[src/rtl/comparator_pkg.sv]
// Shared types and constants for the digit-serial magnitude comparator.
//   cmp_state_t  : FSM state encoding (IDLE, SCAN, DONE)
//   CMP_EQ/GT/LT : one-hot result encodings, bit order {eq, gt, lt}
//   digits_width : width of the digits-examined count for a given digit count
package comparator_pkg;

  typedef enum logic [1:0] {
    IDLE = 2'd0,
    SCAN = 2'd1,
    DONE = 2'd2
  } cmp_state_t;

  localparam logic [2:0] CMP_EQ = 3'b100;
  localparam logic [2:0] CMP_GT = 3'b010;
  localparam logic [2:0] CMP_LT = 3'b001;

  // Wide enough to hold the values 1..ndig.
  function automatic int unsigned digits_width(input int unsigned ndig);
    return $clog2(ndig) + 1;
  endfunction

endpackage

[src/rtl/cmp_digit.sv]
// Combinational DIGIT-bit unsigned magnitude compare, gate-level style.
// Scans MSB to LSB: the first differing bit decides gt/lt. The result is always one-hot.
//   a, b : DIGIT-bit operands
//   eq   : a == b
//   gt   : a > b
//   lt   : a < b
module cmp_digit #(
  parameter int unsigned DIGIT = 4
) (
  input  logic [DIGIT-1:0] a,
  input  logic [DIGIT-1:0] b,
  output logic             eq,
  output logic             gt,
  output logic             lt
);

  logic eq_run;
  logic gt_acc;
  logic lt_acc;

  always_comb begin
    eq_run = 1'b1;
    gt_acc = 1'b0;
    lt_acc = 1'b0;
    for (int i = DIGIT - 1; i >= 0; i--) begin
      // A bit only decides the result while all higher bits are still equal.
      gt_acc = gt_acc | (eq_run & a[i] & ~b[i]);
      lt_acc = lt_acc | (eq_run & ~a[i] & b[i]);
      eq_run = eq_run & ~(a[i] ^ b[i]);
    end
  end

  assign eq = eq_run;
  assign gt = gt_acc;
  assign lt = lt_acc;

endmodule

[src/rtl/seq_mag_comparator.sv]
// Digit-serial magnitude comparator. An operand pair is accepted over a valid/ready
// handshake, then scanned MSB-first DIGIT bits per cycle until the first unequal digit.
// The one-hot {eq, gt, lt} result and the number of digits examined are held until the
// consumer takes them.
// Optional feature macro: SEQ_MAG_COMPARATOR_SIGNED_EN (honours is_signed when defined).
//   clk, rst_n           : clock, asynchronous active-low reset
//   in_valid, in_ready   : operand handshake (in_ready only in IDLE)
//   a, b, is_signed      : operands, two's complement select sampled with them
//   out_valid, out_ready : result handshake (out_valid only in DONE)
//   eq, gt, lt           : registered one-hot result
//   digits               : digits examined for this result, 1..NDIG
module seq_mag_comparator
  import comparator_pkg::*;
#(
  parameter  int unsigned WIDTH = 16,
  parameter  int unsigned DIGIT = 4,
  localparam int unsigned NDIG  = WIDTH / DIGIT,
  localparam int unsigned DW    = digits_width(NDIG)
) (
  input  logic             clk,
  input  logic             rst_n,
  input  logic             in_valid,
  output logic             in_ready,
  input  logic [WIDTH-1:0] a,
  input  logic [WIDTH-1:0] b,
  input  logic             is_signed,
  output logic             out_valid,
  input  logic             out_ready,
  output logic             eq,
  output logic             gt,
  output logic             lt,
  output logic [DW-1:0]    digits
);

  cmp_state_t       state_q, state_d;
  logic [WIDTH-1:0] sa_q, sa_d;
  logic [WIDTH-1:0] sb_q, sb_d;
  logic [DW-1:0]    cnt_q, cnt_d;
  logic [DW-1:0]    digits_q, digits_d;
  logic             eq_q, eq_d;
  logic             gt_q, gt_d;
  logic             lt_q, lt_d;

  logic             dig_eq, dig_gt, dig_lt;
  logic [WIDTH-1:0] cap_a, cap_b;

`ifdef SEQ_MAG_COMPARATOR_SIGNED_EN
  // Flipping both sign bits maps two's complement order onto unsigned order.
  always_comb begin
    cap_a = a;
    cap_b = b;
    cap_a[WIDTH-1] = a[WIDTH-1] ^ is_signed;
    cap_b[WIDTH-1] = b[WIDTH-1] ^ is_signed;
  end
`else
  logic unused_is_signed;
  assign unused_is_signed = is_signed;
  assign cap_a = a;
  assign cap_b = b;
`endif

  cmp_digit #(
    .DIGIT(DIGIT)
  ) u_cmp_digit (
    .a (sa_q[WIDTH-1 -: DIGIT]),
    .b (sb_q[WIDTH-1 -: DIGIT]),
    .eq(dig_eq),
    .gt(dig_gt),
    .lt(dig_lt)
  );

  always_comb begin
    state_d  = state_q;
    sa_d     = sa_q;
    sb_d     = sb_q;
    cnt_d    = cnt_q;
    digits_d = digits_q;
    eq_d     = eq_q;
    gt_d     = gt_q;
    lt_d     = lt_q;
    unique case (state_q)
      IDLE: begin
        cnt_d = '0;
        if (in_valid) begin
          sa_d    = cap_a;
          sb_d    = cap_b;
          state_d = SCAN;
        end
      end
      SCAN: begin
        cnt_d = cnt_q + DW'(1);
        if (!dig_eq) begin
          eq_d     = 1'b0;
          gt_d     = dig_gt;
          lt_d     = dig_lt;
          digits_d = cnt_q + DW'(1);
          state_d  = DONE;
        end else if (cnt_q == DW'(NDIG - 1)) begin
          eq_d     = 1'b1;
          gt_d     = 1'b0;
          lt_d     = 1'b0;
          digits_d = cnt_q + DW'(1);
          state_d  = DONE;
        end else begin
          sa_d = sa_q << DIGIT;
          sb_d = sb_q << DIGIT;
        end
      end
      DONE: begin
        if (out_ready) begin
          state_d = IDLE;
        end
      end
      default: state_d = IDLE;
    endcase
  end

  always_ff @(posedge clk or negedge rst_n) begin
    if (!rst_n) begin
      state_q  <= IDLE;
      sa_q     <= '0;
      sb_q     <= '0;
      cnt_q    <= '0;
      digits_q <= '0;
      eq_q     <= 1'b0;
      gt_q     <= 1'b0;
      lt_q     <= 1'b0;
    end else begin
      state_q  <= state_d;
      sa_q     <= sa_d;
      sb_q     <= sb_d;
      cnt_q    <= cnt_d;
      digits_q <= digits_d;
      eq_q     <= eq_d;
      gt_q     <= gt_d;
      lt_q     <= lt_d;
    end
  end

  assign in_ready  = (state_q == IDLE);
  assign out_valid = (state_q == DONE);
  assign eq        = eq_q;
  assign gt        = gt_q;
  assign lt        = lt_q;
  assign digits    = digits_q;

endmodule

[config.mk]
export PLATFORM = sky130hd
export DESIGN_NAME = seq_mag_comparator
export DESIGN_NICKNAME = d
export VERILOG_FILES = /design/src/rtl/comparator_pkg.sv /design/src/rtl/cmp_digit.sv /design/src/rtl/seq_mag_comparator.sv
export SDC_FILE = /design/constraint.sdc
export NUM_CORES = 1
export LEC_CHECK = 0
export CORE_MARGIN = 8
export CORE_UTILIZATION = 45
export CTS_BUF_LIST = sky130_fd_sc_hd__clkbuf_4
export DETAILED_ROUTE_END_ITERATION = 7
export MAX_ROUTING_LAYER = met4
export PLACE_DENSITY = 0.78
export SLEW_MARGIN = 20
export SYNTH_ARGS = -nofsm -noshare
export SYNTH_HDL_FRONTEND = slang
export SYNTH_SLANG_ARGS = --single-unit
[constraint.sdc]
create_clock -name clk -period 1.8 [get_ports clk]
set_input_delay 0.36 -clock clk [delete_from_list [all_inputs] [get_ports clk]]
set_output_delay 0.36 -clock clk [all_outputs]
set_load 0.02 [all_outputs]
==> metrics.md <==
| Metric | Value |
|---|---|
| Bufs on Longest Clock Path | `2` |
| Die width | `between 80 and 90 µm` |
| Pin count of the biggest net entering global routing | `44` |
| Area contributors post-synth | `dfrtp_1, o221a_1, nand2b_1` |
| Total CTS buffers | `5` |
| Placed instance area | `approximately 2600 µm²` |
| Clock slew at reported path FFs | `around 120 ps` |
| Syn. warnings | `0` |
| Status | `complete, no violations` |
| CP peak stage delay | `approximately 410 ps` |
| Max-slew violation count | `0` |
| CTS sink cnt | `43` |
| Library cells used by synthesis | `34` |
| Hold_ws | `~56 ps` |
| Layout Nets | `between 200 and 300` |
| Synth Register Bits | `43` |
| Crit path kind | `reg2reg` |
| Std-Cell Rows | `24` |
| Syn Inst Count | `about 160` |
| CTS tree | `done` |
| HPWL after detailed placement | `roughly 3 mm` |
| CORE AREA | `4350 µm²` |
| Max cap viols | `0` |
| Post-synthesis cell area | `around 2000 µm²` |
| LEAKAGE | `~1.1 nW` |
| Setup tns final | `0 ps` |
| Register area share after synthesis | `0.533` |
| Hold crit path type | `in2async` |
| Clock latency on the worst-skew pair | `340 ps` |
| Root buf cell | `clkbuf_4` |
| Vias | `roughly 1500` |
| Post-synth top area cell | `dfrtp_1` |
| GRT Residual Overflow | `0` |
| Gr usage total | `0.128` |
| Mean Syn Cell Area | `around 12 µm²` |
| Clock skew | `approximately 8.4 ps` |
| Die area | `6890 µm²` |
| DR vias/cell | `5.36` |
| Layout cells sized above 1 | `0.152` |
| RSZ-0062 raised after global routing | `true` |
| Global-route wire length before repair | `~7.2 mm` |
| Hold_buf cts | `0` |
| Slowest stage cell, crit path | `dfrtp_1` |
| Fmax | `approximately 560 MHz` |
| Cell area after layout | `between 2000 and 3000 µm²` |
| Initial antenna violation count | `0` |
| Crit share post-route | `0.990` |
| WL final | `4.14 mm` |
| IR drop worst, VDD | `0.562 mV` |
| DR DRC count | `0` |
| Antenna cells | `0` |
| DIE HEIGHT | `83.0 µm` |
| First-pass DRT Iterations | `5` |
| Initial DRC count | `87` |
| Routability cong. | `roughly 0.8` |
| Min Clock Period, post-route | `~1800 ps` |
| WP data required | `a little over 2000 ps` |
| Area Overhead vs Synth | `31.5%` |
| Pwr/cell area | `1510 nW/µm²` |
| Hold Vio Cnt, Final | `0` |
| CP Cell Sequence | `ha_1 > ha_1 > buf_4 > o31a_1 > buf_4 > a22o_1` |
| Vias in the first global route | `1505` |
| H-tree levels | `2` |
| WL/cell | `15.0 µm` |
| Synth top area share | `0.533` |
| Slew @ Worst Pin | `between 500 and 600 ps` |
| ANT nets after route | `0` |
| Slew headroom | `0.646` |
| CP Capture Type | `flip-flop` |
| Crit path launch type | `flip-flop` |
| Syn Nets | `between 200 and 250` |
| Worst-path fanout max | `8` |
| Final-report setup violation count | `0` |
| Critical path arrival | `2030 ps` |
| Port Buffer Count | `between 40 and 50` |
| Starting Density | `0.464` |
| I/O pin count | `45` |
## cells by family after synthesis
family | count (synthesis) | synth area share
compound gates | 48 | 0.222
simple gates | 43 | 0.131
xor+xnor | 3 | 0.0130
flops | 43 | 0.533
buf+inv | 19 | 0.0563
fa+ha+maj | 5 | 0.0297
mux | 3 | 0.0155
## Yosys cell counts
library cell  number
nand2b_1          28
or3_1              1
clkinv_4           1
mux2i_1            2
o21ai_1            1
o31ai_1            1
nand2_1            4
dfrtp_1           43
clkbuf_1           4
nor3b_2            1
nand4_1            1
inv_1              8
o221a_2            4
o221a_1           20
nor2b_1            3
o2111a_1           1
a221o_1            1
ha_1               4
o21ai_0            4
o21a_1             1
mux2_2             1
maj3_1             1
a22o_1             8
o31a_1             1
a21o_1             2
nand3b_1           2
xnor2_1            3
nor2_1             1
a21oi_1            3
and3_1             1
buf_6              4
buf_4              2
a211o_1            1
nand3_1            1
## critical path, delay by kind of cell (launching register included)
family	cells	cell delay [ps]
AOI/OAI and AO/OA	2	520
adders and majority gates	2	420
DFF	1	410
buffers and inverters	2	340
## timing repair
item | CTS | global route
setup buffers | 0 | 0
resized for setup | 2 | 4
endpoints found under the setup margin | 2 | 34
## registers in the layout (all words and copies together), names as in the netlist
name,count
cnt_q,3
eq,1
state_q,2
sb_q,16
gt,1
digits,3
sa_q,16
lt,1
## area by class of cell
class / instances / area, µm²
Clock buffer: 5 / 37.5
Sequential cell: 43 / 1080
Timing Repair Buffer: 61 / 574
Inverter: 9 / 38.8
Clock inverter: 3 / 15.0
Fill cell: 357 / 1700
Multi-Input combinational cell: 102 / 850
Tap cell: 52 / 65.1
## cell usage in the layout, fill, tap and decap left out, types with 2 or more instances in the layout
master / n
nand2_1: 4
a22o_1: 8
mux2i_1: 2
a21oi_1: 3
nand3b_1: 2
nor2b_1: 3
a21o_1: 2
inv_1: 8
buf_4: 17
xnor2_1: 2
nand2b_1: 28
clkinv_1: 2
ha_1: 4
o21ai_0: 4
clkdlybuf4s50_1: 39
o221a_2: 4
dfrtp_1: 43
clkbuf_4: 5
o221a_1: 20
## power breakdown
group	leakage [nW]	internal (W)	switching [W]	total, W
clock	0.0263	0.000144	0.000302	0.000446
sequential	0.505	0.00140	0.000307	0.00171
combinational	0.609	0.00103	0.000822	0.00185
## metrics by stage
step / total power, W / cells / worst slack, ps / util
floorplan: 0.00287 / 164 / 14.7 / -
global placement: 0.00352 / 267 / 14.2 / 0.595
detailed placement: 0.00359 / 267 / 37.0 / 0.595
CTS: 0.00403 / 275 / 13.1 / 0.606
global route: 0.00434 / 275 / -57.4 / 0.610
finish: 0.00400 / 275 / 17.7 / 0.610
## layer usage
layer | wire length [µm] | vias to the layer above | track usage
met3 | 229 | 8 | 0.0459
li1 | - | 726 | -
met1 | 2060 | 686 | 0.170
met5 | 0 | - | -
met4 | 61 | 0 | 0.0335
met2 | 1790 | 53 | 0.179
## path summary, 6_finish.rpt
check	startpoint	slack (ps)	depth (start not counted)	endpoint
max in group asynchronous	rst_n	1360	2	sa_q[0]
min reg2reg	lt	510	1	lt
min	rst_n	60	2	cnt_q[2]
max	cnt_q[0]	20	6	sb_q[1]
max reg2reg	cnt_q[0]	20	6	sb_q[1]
min in group clk	lt	510	1	lt
No activity file was read; power rests on OpenSTA's default activity.
